[src/rtl/mips32_pkg.sv]
// mips32_pkg: shared state encoding and frame constants for the pipe_MIPS32 program loader.
package mips32_pkg;
  localparam int WORD_W = 32;
  localparam int HDR_ADDR_BYTES = 4;
  localparam int HDR_CNT_BYTES = 2;
  typedef logic [2:0] state_t;
  localparam state_t HDR_ADDR = 3'd0;
  localparam state_t HDR_CNT = 3'd1;
  localparam state_t DATA = 3'd2;
  localparam state_t CKSUM = 3'd3;
  localparam state_t START = 3'd4;
endpackage

[src/rtl/mips32_byte_packer.sv]
// mips32_byte_packer: big-endian byte-to-word shift register; word_done marks the 4th byte, word is valid with it.
module mips32_byte_packer
  import mips32_pkg::*;
(
  input  logic              clk1,
  input  logic              rst,
  input  logic              en,
  input  logic [7:0]        din,
  output logic [WORD_W-1:0] word,
  output logic              word_done
);
  logic [1:0] cnt;
  logic [WORD_W-9:0] sh;
  assign word = {sh, din};
  assign word_done = en && cnt == 2'd3;
  always_ff @(posedge clk1 or posedge rst)
    if (rst) begin
      cnt <= 2'd0;
      sh <= '0;
    end else if (en) begin
      cnt <= cnt + 2'd1;
      sh <= word[WORD_W-9:0];
    end
endmodule

[src/rtl/mips32_prog_loader.sv]
// mips32_prog_loader: loads a byte-serial framed image into pipe_MIPS32 memory, then releases the core.
// Define LOADER_CKSUM_EN to require an XOR trailer byte per frame.
module mips32_prog_loader
  import mips32_pkg::*;
#(
  parameter int ADDR_W = 10,
  parameter int CNT_W = 16
) (
  input  logic              clk1,
  input  logic              rst,
  input  logic [7:0]        s_data,
  input  logic              s_valid,
  output logic              s_ready,
  output logic              mem_we,
  output logic [ADDR_W-1:0] mem_addr,
  output logic [WORD_W-1:0] mem_wdata,
  output logic              core_run,
  output logic              core_start,
  output logic              busy,
  output logic              err,
  output logic [CNT_W-1:0]  words_loaded
);
  state_t state, state_n;
  logic [1:0] bcnt;
  logic [ADDR_W-1:0] cur_addr;
  logic [CNT_W-1:0] n_q, n_new;
  logic [WORD_W-1:0] pk_word;
  logic fire, first, pk_done, last, stall;
  assign fire = s_valid && s_ready;
  assign first = fire && state == HDR_ADDR && bcnt == 2'd0;
  assign n_new = CNT_W'({n_q, s_data});
  assign last = pk_done && words_loaded + CNT_W'(1) == n_q;
  mips32_byte_packer u_packer (
    .clk1(clk1),
    .rst(rst),
    .en(fire && state == DATA),
    .din(s_data),
    .word(pk_word),
    .word_done(pk_done)
  );
`ifdef LOADER_CKSUM_EN
  localparam state_t TAIL = CKSUM;
  logic [7:0] cks;
  logic err_q;
  assign stall = 1'b0;
  assign err = err_q;
  always_ff @(posedge clk1 or posedge rst)
    if (rst) begin
      cks <= 8'd0;
      err_q <= 1'b0;
    end else if (fire) begin
      cks <= first ? s_data : cks ^ s_data;
      err_q <= first ? 1'b0 : err_q | (state == CKSUM && s_data != cks);
    end
`else
  localparam state_t TAIL = START;
  // hold off one cycle after the last word so its write never overlaps core_start
  assign stall = last;
  assign err = 1'b0;
`endif
  always_ff @(posedge clk1 or posedge rst)
    if (rst) state <= HDR_ADDR;
    else state <= state_n;
  always_comb begin
    state_n = state;
    case (state)
      HDR_ADDR: if (fire && bcnt == 2'(HDR_ADDR_BYTES - 1)) state_n = HDR_CNT;
      HDR_CNT: if (fire && bcnt == 2'(HDR_CNT_BYTES - 1)) state_n = n_new == '0 ? TAIL : DATA;
`ifdef LOADER_CKSUM_EN
      DATA: if (last) state_n = CKSUM;
      CKSUM: if (fire) state_n = s_data == cks ? START : HDR_ADDR;
`else
      DATA: if (mem_we && words_loaded == n_q) state_n = START;
`endif
      default: state_n = HDR_ADDR;
    endcase
  end
  always_comb core_start = state == START;
  always_ff @(posedge clk1 or posedge rst)
    if (rst) begin
      bcnt <= 2'd0;
      cur_addr <= '0;
      n_q <= '0;
      s_ready <= 1'b0;
      mem_we <= 1'b0;
      mem_addr <= '0;
      mem_wdata <= '0;
      core_run <= 1'b0;
      busy <= 1'b0;
      words_loaded <= '0;
    end else begin
      s_ready <= state_n != START && !stall;
      mem_we <= pk_done;
      if (fire && (state == HDR_ADDR || state == HDR_CNT)) bcnt <= state_n != state ? 2'd0 : bcnt + 2'd1;
      if (fire && state == HDR_ADDR) cur_addr <= ADDR_W'({cur_addr, s_data});
      if (fire && state == HDR_CNT) n_q <= n_new;
      if (pk_done) begin
        mem_addr <= cur_addr;
        mem_wdata <= pk_word;
        cur_addr <= cur_addr + ADDR_W'(1);
        words_loaded <= words_loaded + CNT_W'(1);
      end
      if (first) begin
        busy <= 1'b1;
        core_run <= 1'b0;
        words_loaded <= '0;
      end
      if (state_n == START) begin
        busy <= 1'b0;
        core_run <= 1'b1;
      end
`ifdef LOADER_CKSUM_EN
      if (fire && state == CKSUM && s_data != cks) busy <= 1'b0;
`endif
    end
endmodule

[config.mk]
export PLATFORM = sky130hd
export DESIGN_NAME = mips32_prog_loader
export DESIGN_NICKNAME = d
export VERILOG_FILES = /design/src/rtl/mips32_pkg.sv /design/src/rtl/mips32_byte_packer.sv /design/src/rtl/mips32_prog_loader.sv
export SDC_FILE = /design/constraint.sdc
export NUM_CORES = 1
export LEC_CHECK = 0
export CAP_MARGIN = 20
export CORE_ASPECT_RATIO = 0.9
export CORE_MARGIN = 5
export CORE_UTILIZATION = 30
export CTS_CLUSTER_DIAMETER = 50
export DETAILED_ROUTE_END_ITERATION = 16
export GPL_ROUTABILITY_DRIVEN = 1
export SETUP_SLACK_MARGIN = 0.02
export SLEW_MARGIN = 10
export SYNTH_ARGS = -nofsm -noshare
export SYNTH_HDL_FRONTEND = slang
export SYNTH_SLANG_ARGS = --single-unit
[constraint.sdc]
create_clock -name clk1 -period 4.1 [get_ports clk1]
set_input_delay 0.82 -clock clk1 [delete_from_list [all_inputs] [get_ports clk1]]
set_output_delay 0.82 -clock clk1 [all_outputs]
set_load 0.05 [all_outputs]
==> flow_metrics.py, run 1 <==
metrics = {
    "cts": {
        "post_cts.repair.setup_buffers": 0,
        "cts.clk_slew.worst_paths_ns": 0.05,
        "clock-root-buffer": "clkbuf_16",
        "tritoncts": "done",
        "cts.sinks": 119,
        "cts_buffers": 17,
        "clk-insertion-delay-late_ns": 0.41,
        "cts_hold_buf": 0,
        "clk_path_buf_depth": 2,
        "htreeDepth": 4,
        "post_cts_resized": 0,
    },
    "routing": {
        "ant_nets": 0,
        "totalWireLength_um": 13890,
        "drt_pre_antenna_iters": 4,
        "drt-wirelength-per-cell_um": 15.91,
        "post-route-drc-count": 0,
        "post_drt_via_cell_ratio": 4.772,
        "dr_total_vias": 4166,
        "drt_iter0_drc": 352,
    },
    "logic_synthesis": {
        "yosys_warnings": 0,
        "netlist_area_mm2": 0.005520,
        "synth-edff-count": 0,
        "avgSynthCellArea_um2": 10.09,
        "yosysSeqAreaShare": 0.5394,
        "synth_cells": 547,
        "synth_top_cell_area_share": 0.5394,
        "ys_async_sr_fraction": 1.000,
        "synth.distinct_cells": 57,
        "synth_area_leaders": "dfrtp_1 54%, nand2_1 11%, mux2_2 8.6%, xnor2_1 3.8%, o21ai_0 2.3%",
        "synth_largest_area_cell": "dfrtp_1",
        "synth_nets": 564,
        "dominantRegCellSynth": "dfrtp_1",
        "synth-seq-cells": 119,
    },
    "setup_path": {
        "critPathCaptureType": "output pin",
        "cp_cell_sequence": "nor3b_1 > clkdlybuf4s50_1",
        "cell_family_contributing_the_most_delay_on_the_critical_path": "buffers and inverters",
        "critPathMaxStageDelay_ns": 0.85,
        "rr_worst_depth": 7,
        "worst_path_max_delay_cell": "clkdlybuf4s50_1",
        "arrival_ns": 2.02,
        "worst-path-max-fanout": 11,
        "reg2reg_slack_ns": 1.68,
        "cp.required_ns": 3.28,
        "timing.critical_path.buf_inv": 1,
        "start_kind": "register",
        "critical_path_class": "reg -> out",
        "reg2reg_from": "words_loaded[0]",
        "reg2reg_to": "s_ready",
    },
    "global_route": {
        "gr-usage-all-layers": 0.1352,
        "grt_first_pass_wirelength_um": 23520,
        "maximum_number_of_pins_on_one_net_before_global_route_repair": 73,
        "congestion_overflow_gr": 0,
        "first_global_vias": 4458,
        "antenna_found_initial": 0,
    },
    "floorplan": {
        "io_pins": 75,
        "std_cell_rows": 47,
        "floorplan.initialDensity": 0.3028,
        "dieWidth_um": 153.0,
        "placeableCoreArea_mm2": 0.01823,
        "floorplan.die_area_mm2": 0.02122,
        "die_height_um": 138.7,
    },
    "placed_design": {
        "place.gp.congestion": 0.8645,
        "number_of_buffers_inserted_by_port_buffering": 73,
        "detailed_placement_wirelength_estimate_um": 9604,
        "dpl_worst_slack_ns": 1.053,
    },
    "final_layout": {
        "area_occupied_by_multi_input_gates_mm2": 0.002379,
        "layout.cells.most_common_list": "160 x nand2_1, 119 x dfrtp_1, 73 x clkdlybuf4s50_1",
        "nNetsFinal": 632,
        "nFillCells": 1805,
        "most_common_library_cell_in_the_layout_ignoring_fill_and_taps": "nand2_1",
        "antenna-diode-count": 0,
        "sequential_cell_area_mm2": 0.002978,
        "area_growth_pct": 27.43,
        "drive_gt1_frac": 0.1497,
    },
    "timing": {
        "timing.final.ws_setup_ns": 1.259,
        "final-hold-violation-count": 0,
        "finalCritPeriodShare": 0.6928,
        "highest_attainable_clock_frequency_mhz": 352.0,
        "fin_skew_ns": 0.009477,
        "fin_tns_setup_ns": 0,
        "worst_slew_pin_slew_ns": 0.7013,
        "period_needed_ns": 2.841,
        "setup_viol": 0,
        "max_slew_margin": 0.5313,
        "rsz0062_at_grt": "false",
        "timing_max_transition_violations_final": 0,
    },
    "pwr": {
        "irDropWorstVdd_uv": 334.7,
        "p_sw_frac": 0.3798,
        "seq_power_share": 0.392,
        "p_leak_nw": 3.148,
        "cellInternalPower_w": 0.003027,
        "powerDensity_mw_per_mm2": 694.0,
        "power.share.clock": 0.281,
        "switching_power_w": 0.001854,
        "power_frac_comb": 0.327,
        "total_power_w": 0.004881,
    },
    "worst_hold_path": {
        "hold_path.class": "reg -> reg",
        "min_from": "mem_addr[7]",
        "worst_hold_path.endpoint": "mem_addr[7]",
        "holdPathStages": 2,
    },
    "run_status": {
        "outcome": "finished, final reports clean",
    },
    "run": {
        "max_cap_viol_count": 0,
    },
}
routing by layer:
layer	GRT usage	wire length [µm]	vias to the layer above
li1	-	-	1999
met1	0.1806	6394	2065
met2	0.2137	6651	88
met3	0.03619	587	14
met4	0.04594	252	0
met5	0	0	-
through the flow:
step	instance area [µm²]	hold slack (ns)	std cells	utilization
global placement	6480	0.4586	841	0.3555
floorplan	5520	0.4348	547	-
detailed placement	6480	0.4626	841	0.3555
CTS	7034	0.4763	873	0.3859
finish	7034	0.4697	873	0.3859
global route	7034	0.4959	873	0.3859
logic make-up (layout without fill, tap and decap cells):
kind of cell,count (synthesis),in the layout,share of synthesized area
xor+xnor,33,33,0.05236
mux,42,42,0.08567
flops,119,119,0.5394
simple gates,250,250,0.2103
other cells,1,1,0.0006793
fa+ha+maj,6,6,0.01360
compound gates,59,59,0.06777
buf+inv,37,118,0.03014
state kept, by name, summed over array words and instances, names as in the netlist, 2 cells and up:
register,cells
cur_addr,10
words_loaded,16
bcnt,2
u_packer.cnt,2
n_q,16
state,3
mem_addr,10
mem_wdata,32
u_packer.sh,24
worst max-delay path by stage:
| stage | startpoint | end | cells after the start |
|---|---|---|---|
| floorplan | rst | bcnt[0] | 1 |
| global placement | s_valid | cur_addr[9] | 8 |
| detailed placement | s_valid | cur_addr[9] | 8 |
| CTS | state[0] | core_start | 2 |
| global route | state[0] | core_start | 2 |
| finish | state[0] | core_start | 2 |
worst register-to-register path: cells and delay by family (launching register included):
| kind | cells | cell delay (ns) |
|---|---|---|
| xor gates and xnor gates | 1 | 0.18 |
| adders and majority gates | 1 | 0.39 |
| DFF | 1 | 0.50 |
| and+or+nand+nor | 4 | 1.07 |
| AOI/OAI and AO/OA | 1 | 0.14 |
final cells by class:
type                       instances  area share
sequential                       119      0.4233
multi-input combinational        391      0.3381
timing repair buffer              79      0.1121
clock buffer                      20     0.06492
tap                              245     0.04358
clock inverter                    12     0.01387
inverter                           7    0.004091
power groups by stage:
stage / Clock [W] / Combinational (W) / Sequential (W)
6_report: 0.00137 / 0.00160 / 0.00191
5_1_grt: 0.00145 / 0.00173 / 0.00197
4_1_cts: 0.00140 / 0.00161 / 0.00192
3_5_place_dp: 0 / 0.00160 / 0.00193
3_3_place_gp: 0 / 0.00157 / 0.00192
2_1_floorplan: 0 / 0.000739 / 0.00223
cell usage after synthesis (2+ instances only):
cell type	number
o211ai_1	2
buf_2	13
o21ai_0	25
and3_1	11
nand2_1	161
ha_1	6
or4_1	2
buf_4	3
a221o_1	4
nor3_2	2
xor2_1	9
xnor2_1	24
nand4b_1	2
dfrtp_1	119
o311ai_0	2
nor2b_1	3
nor2_2	2
nand3b_1	2
a31oi_1	2
nand4_1	6
buf_1	5
nor3_1	2
nor3b_1	5
nor4_1	6
a21oi_1	10
nor2_1	23
clkbuf_1	9
mux2_2	42
nand3_1	12
inv_1	6
Note: power is estimated with default switching activity, not from simulation.
==> run 2, diff against run 1 <==
==> constraint.sdc (replaced) <==
create_clock -name clk1 -period 2.5 [get_ports clk1]
set_input_delay 0.5 -clock clk1 [delete_from_list [all_inputs] [get_ports clk1]]
set_output_delay 0.5 -clock clk1 [all_outputs]
set_load 0.05 [all_outputs]
==> run 2 against run 1 <==
Net effect:
- highest routed layer unchanged
- cell count rose by 2.2%
- largest power group unchanged
- sequential share of layout area down 1.2 points
- critical path depth shrank 1
- worst hold slack worse by 0.0062 ns
- register-to-register slack got worse by 1.3 ns
- combinational power up 68%
- clock-buffer cell count shrank 1
- sequential power grew 64%
- routed wire length is 3.8% higher
- via count increased by 1.9%
==> flow_metrics.py, run 2 (same netlist as run 1, synthesis figures left out) <==
metrics = {
    "run_status": {
        "outcome": "finished, final reports clean",
    },
    "timing": {
        "final-hold-violation-count": 0,
        "setup_viol": 0,
        "fin_tns_setup_ns": 0,
        "timing_max_transition_violations_final": 0,
        "worst_slew_pin_slew_ns": 0.6618,
        "highest_attainable_clock_frequency_mhz": 423.8,
        "rsz0062_at_grt": "false",
        "period_needed_ns": 2.360,
        "max_slew_margin": 0.5588,
        "whs_ns": 0.4635,
        "fin_skew_ns": 0.007434,
        "finalCritPeriodShare": 0.9439,
    },
    "routing": {
        "post-route-drc-count": 0,
        "dr_total_vias": 4245,
        "drt_pre_antenna_iters": 6,
        "post_drt_via_cell_ratio": 4.759,
        "ant_nets": 0,
        "drt_iter0_drc": 419,
        "totalWireLength_um": 14420,
        "drt-wirelength-per-cell_um": 16.16,
    },
    "setup_path": {
        "worst_path_max_delay_cell": "clkdlybuf4s50_1",
        "critPathCaptureType": "output pin",
        "start_kind": "register",
        "cp.required_ns": 2.00,
        "arrival_ns": 1.86,
        "cell_family_contributing_the_most_delay_on_the_critical_path": "buffers and inverters",
        "cp_cell_sequence": "clkdlybuf4s50_1",
        "critical_path_class": "reg -> out",
        "timing.critical_path.buf_inv": 1,
        "critPathMaxStageDelay_ns": 0.89,
        "worst-path-max-fanout": 11,
    },
    "cts": {
        "cts.clk_slew.worst_paths_ns": 0.06,
        "cts.sinks": 119,
        "cts_buffers": 17,
        "post_cts.repair.setup_buffers": 0,
        "clk-insertion-delay-late_ns": 0.41,
        "tritoncts": "done",
        "clock-root-buffer": "clkbuf_16",
        "post_cts_resized": 0,
        "htreeDepth": 4,
        "cts_hold_buf": 0,
        "clk_path_buf_depth": 2,
    },
    "placed_design": {
        "number_of_buffers_inserted_by_port_buffering": 73,
        "place.gp.congestion": 0.8287,
        "detailed_placement_wirelength_estimate_um": 10020,
    },
    "final_layout": {
        "most_common_library_cell_in_the_layout_ignoring_fill_and_taps": "nand2_1",
        "final_util": 0.3975,
        "antenna-diode-count": 0,
        "drive_gt1_frac": 0.1762,
        "nFillCells": 1764,
        "area_growth_pct": 31.28,
        "registers.top_by_ff_count": "mem_wdata",
        "largest_registers": "mem_wdata x32, u_packer.sh x24",
        "largest_reg_flops": 32,
        "layout.cells.most_common_list": "160 x nand2_1, 119 x dfrtp_1, 72 x clkdlybuf4s50_1",
        "nNetsFinal": 651,
    },
    "floorplan": {
        "floorplan.initialDensity": 0.3028,
        "placeableCoreArea_mm2": 0.01823,
        "io_pins": 75,
        "std_cell_rows": 47,
        "die_height_um": 138.7,
        "floorplan.die_area_mm2": 0.02122,
        "dieWidth_um": 153.0,
    },
    "global_route": {
        "gr-usage-all-layers": 0.1378,
        "congestion_overflow_gr": 0,
        "maximum_number_of_pins_on_one_net_before_global_route_repair": 120,
        "first_global_vias": 4360,
        "grt_first_pass_wirelength_um": 23750,
        "antenna_found_initial": 0,
    },
    "worst_hold_path": {
        "hold_path.class": "reg -> reg",
    },
    "pwr": {
        "p_leak_nw": 3.268,
        "powerDensity_mw_per_mm2": 1148,
        "irDropWorstVdd_uv": 450.0,
    },
    "run": {
        "max_cap_viol_count": 0,
    },
}
-- run 2: report_power, final --
| group | internal (W) | leakage [nW] | switching, W |
|---|---|---|---|
| combinational | 0.00112 | 1.42 | 0.00156 |
| sequential | 0.00255 | 1.55 | 0.000585 |
| clock | 0.00160 | 0.290 | 0.000903 |
-- run 2: layout make-up --
cell class / count / area (µm²) / share of cell area
inverters: 7 / 30.03 / 0.004144
flip-flops and latches: 119 / 2978 / 0.4109
clock buffers: 19 / 442.9 / 0.06112
clock inverters: 13 / 170.2 / 0.02348
multi-input cells: 391 / 2379 / 0.3282
well taps: 245 / 306.5 / 0.04230
repair buffers: 98 / 940.9 / 0.1298
-- run 2: worst paths after layout --
kind                                         to  slack (ns)            start  cells after the start
worst max-delay path            words_loaded[6]        0.14  words_loaded[6]                      1
min in group asynchronous           mem_addr[0]        0.60              rst                      3
worst max register to register          s_ready        0.33  words_loaded[1]                      5
worst min-delay path              mem_wdata[24]        0.46  u_packer.sh[16]                      2
worst min register to register    mem_wdata[24]        0.46  u_packer.sh[16]                      2
max in group asynchronous       words_loaded[7]        1.38              rst                      3
-- run 2: metrics by stage --
step / worst slack, ns / std cells / area [µm²] / power, W
after CTS: 0.1169 / 892 / 7247 / 0.008397
after detailed placement: -0.02849 / 860 / 6634 / 0.005856
after floorplan: 0.07931 / 547 / 5524 / 0.004873
after global routing: 0.07555 / 892 / 7247 / 0.008763
final: 0.1402 / 892 / 7247 / 0.008317
after global placement: -0.02412 / 860 / 6634 / 0.005753
-- run 2: routing by layer --
layer | GRT usage | up-vias | share of wire
met5 | 0 | - | 0
met1 | 0.1846 | 2127 | 0.47
met4 | 0.05157 | 0 | 0.0083
met3 | 0.03588 | 9 | 0.043
met2 | 0.2156 | 76 | 0.48
li1 | - | 2033 | -
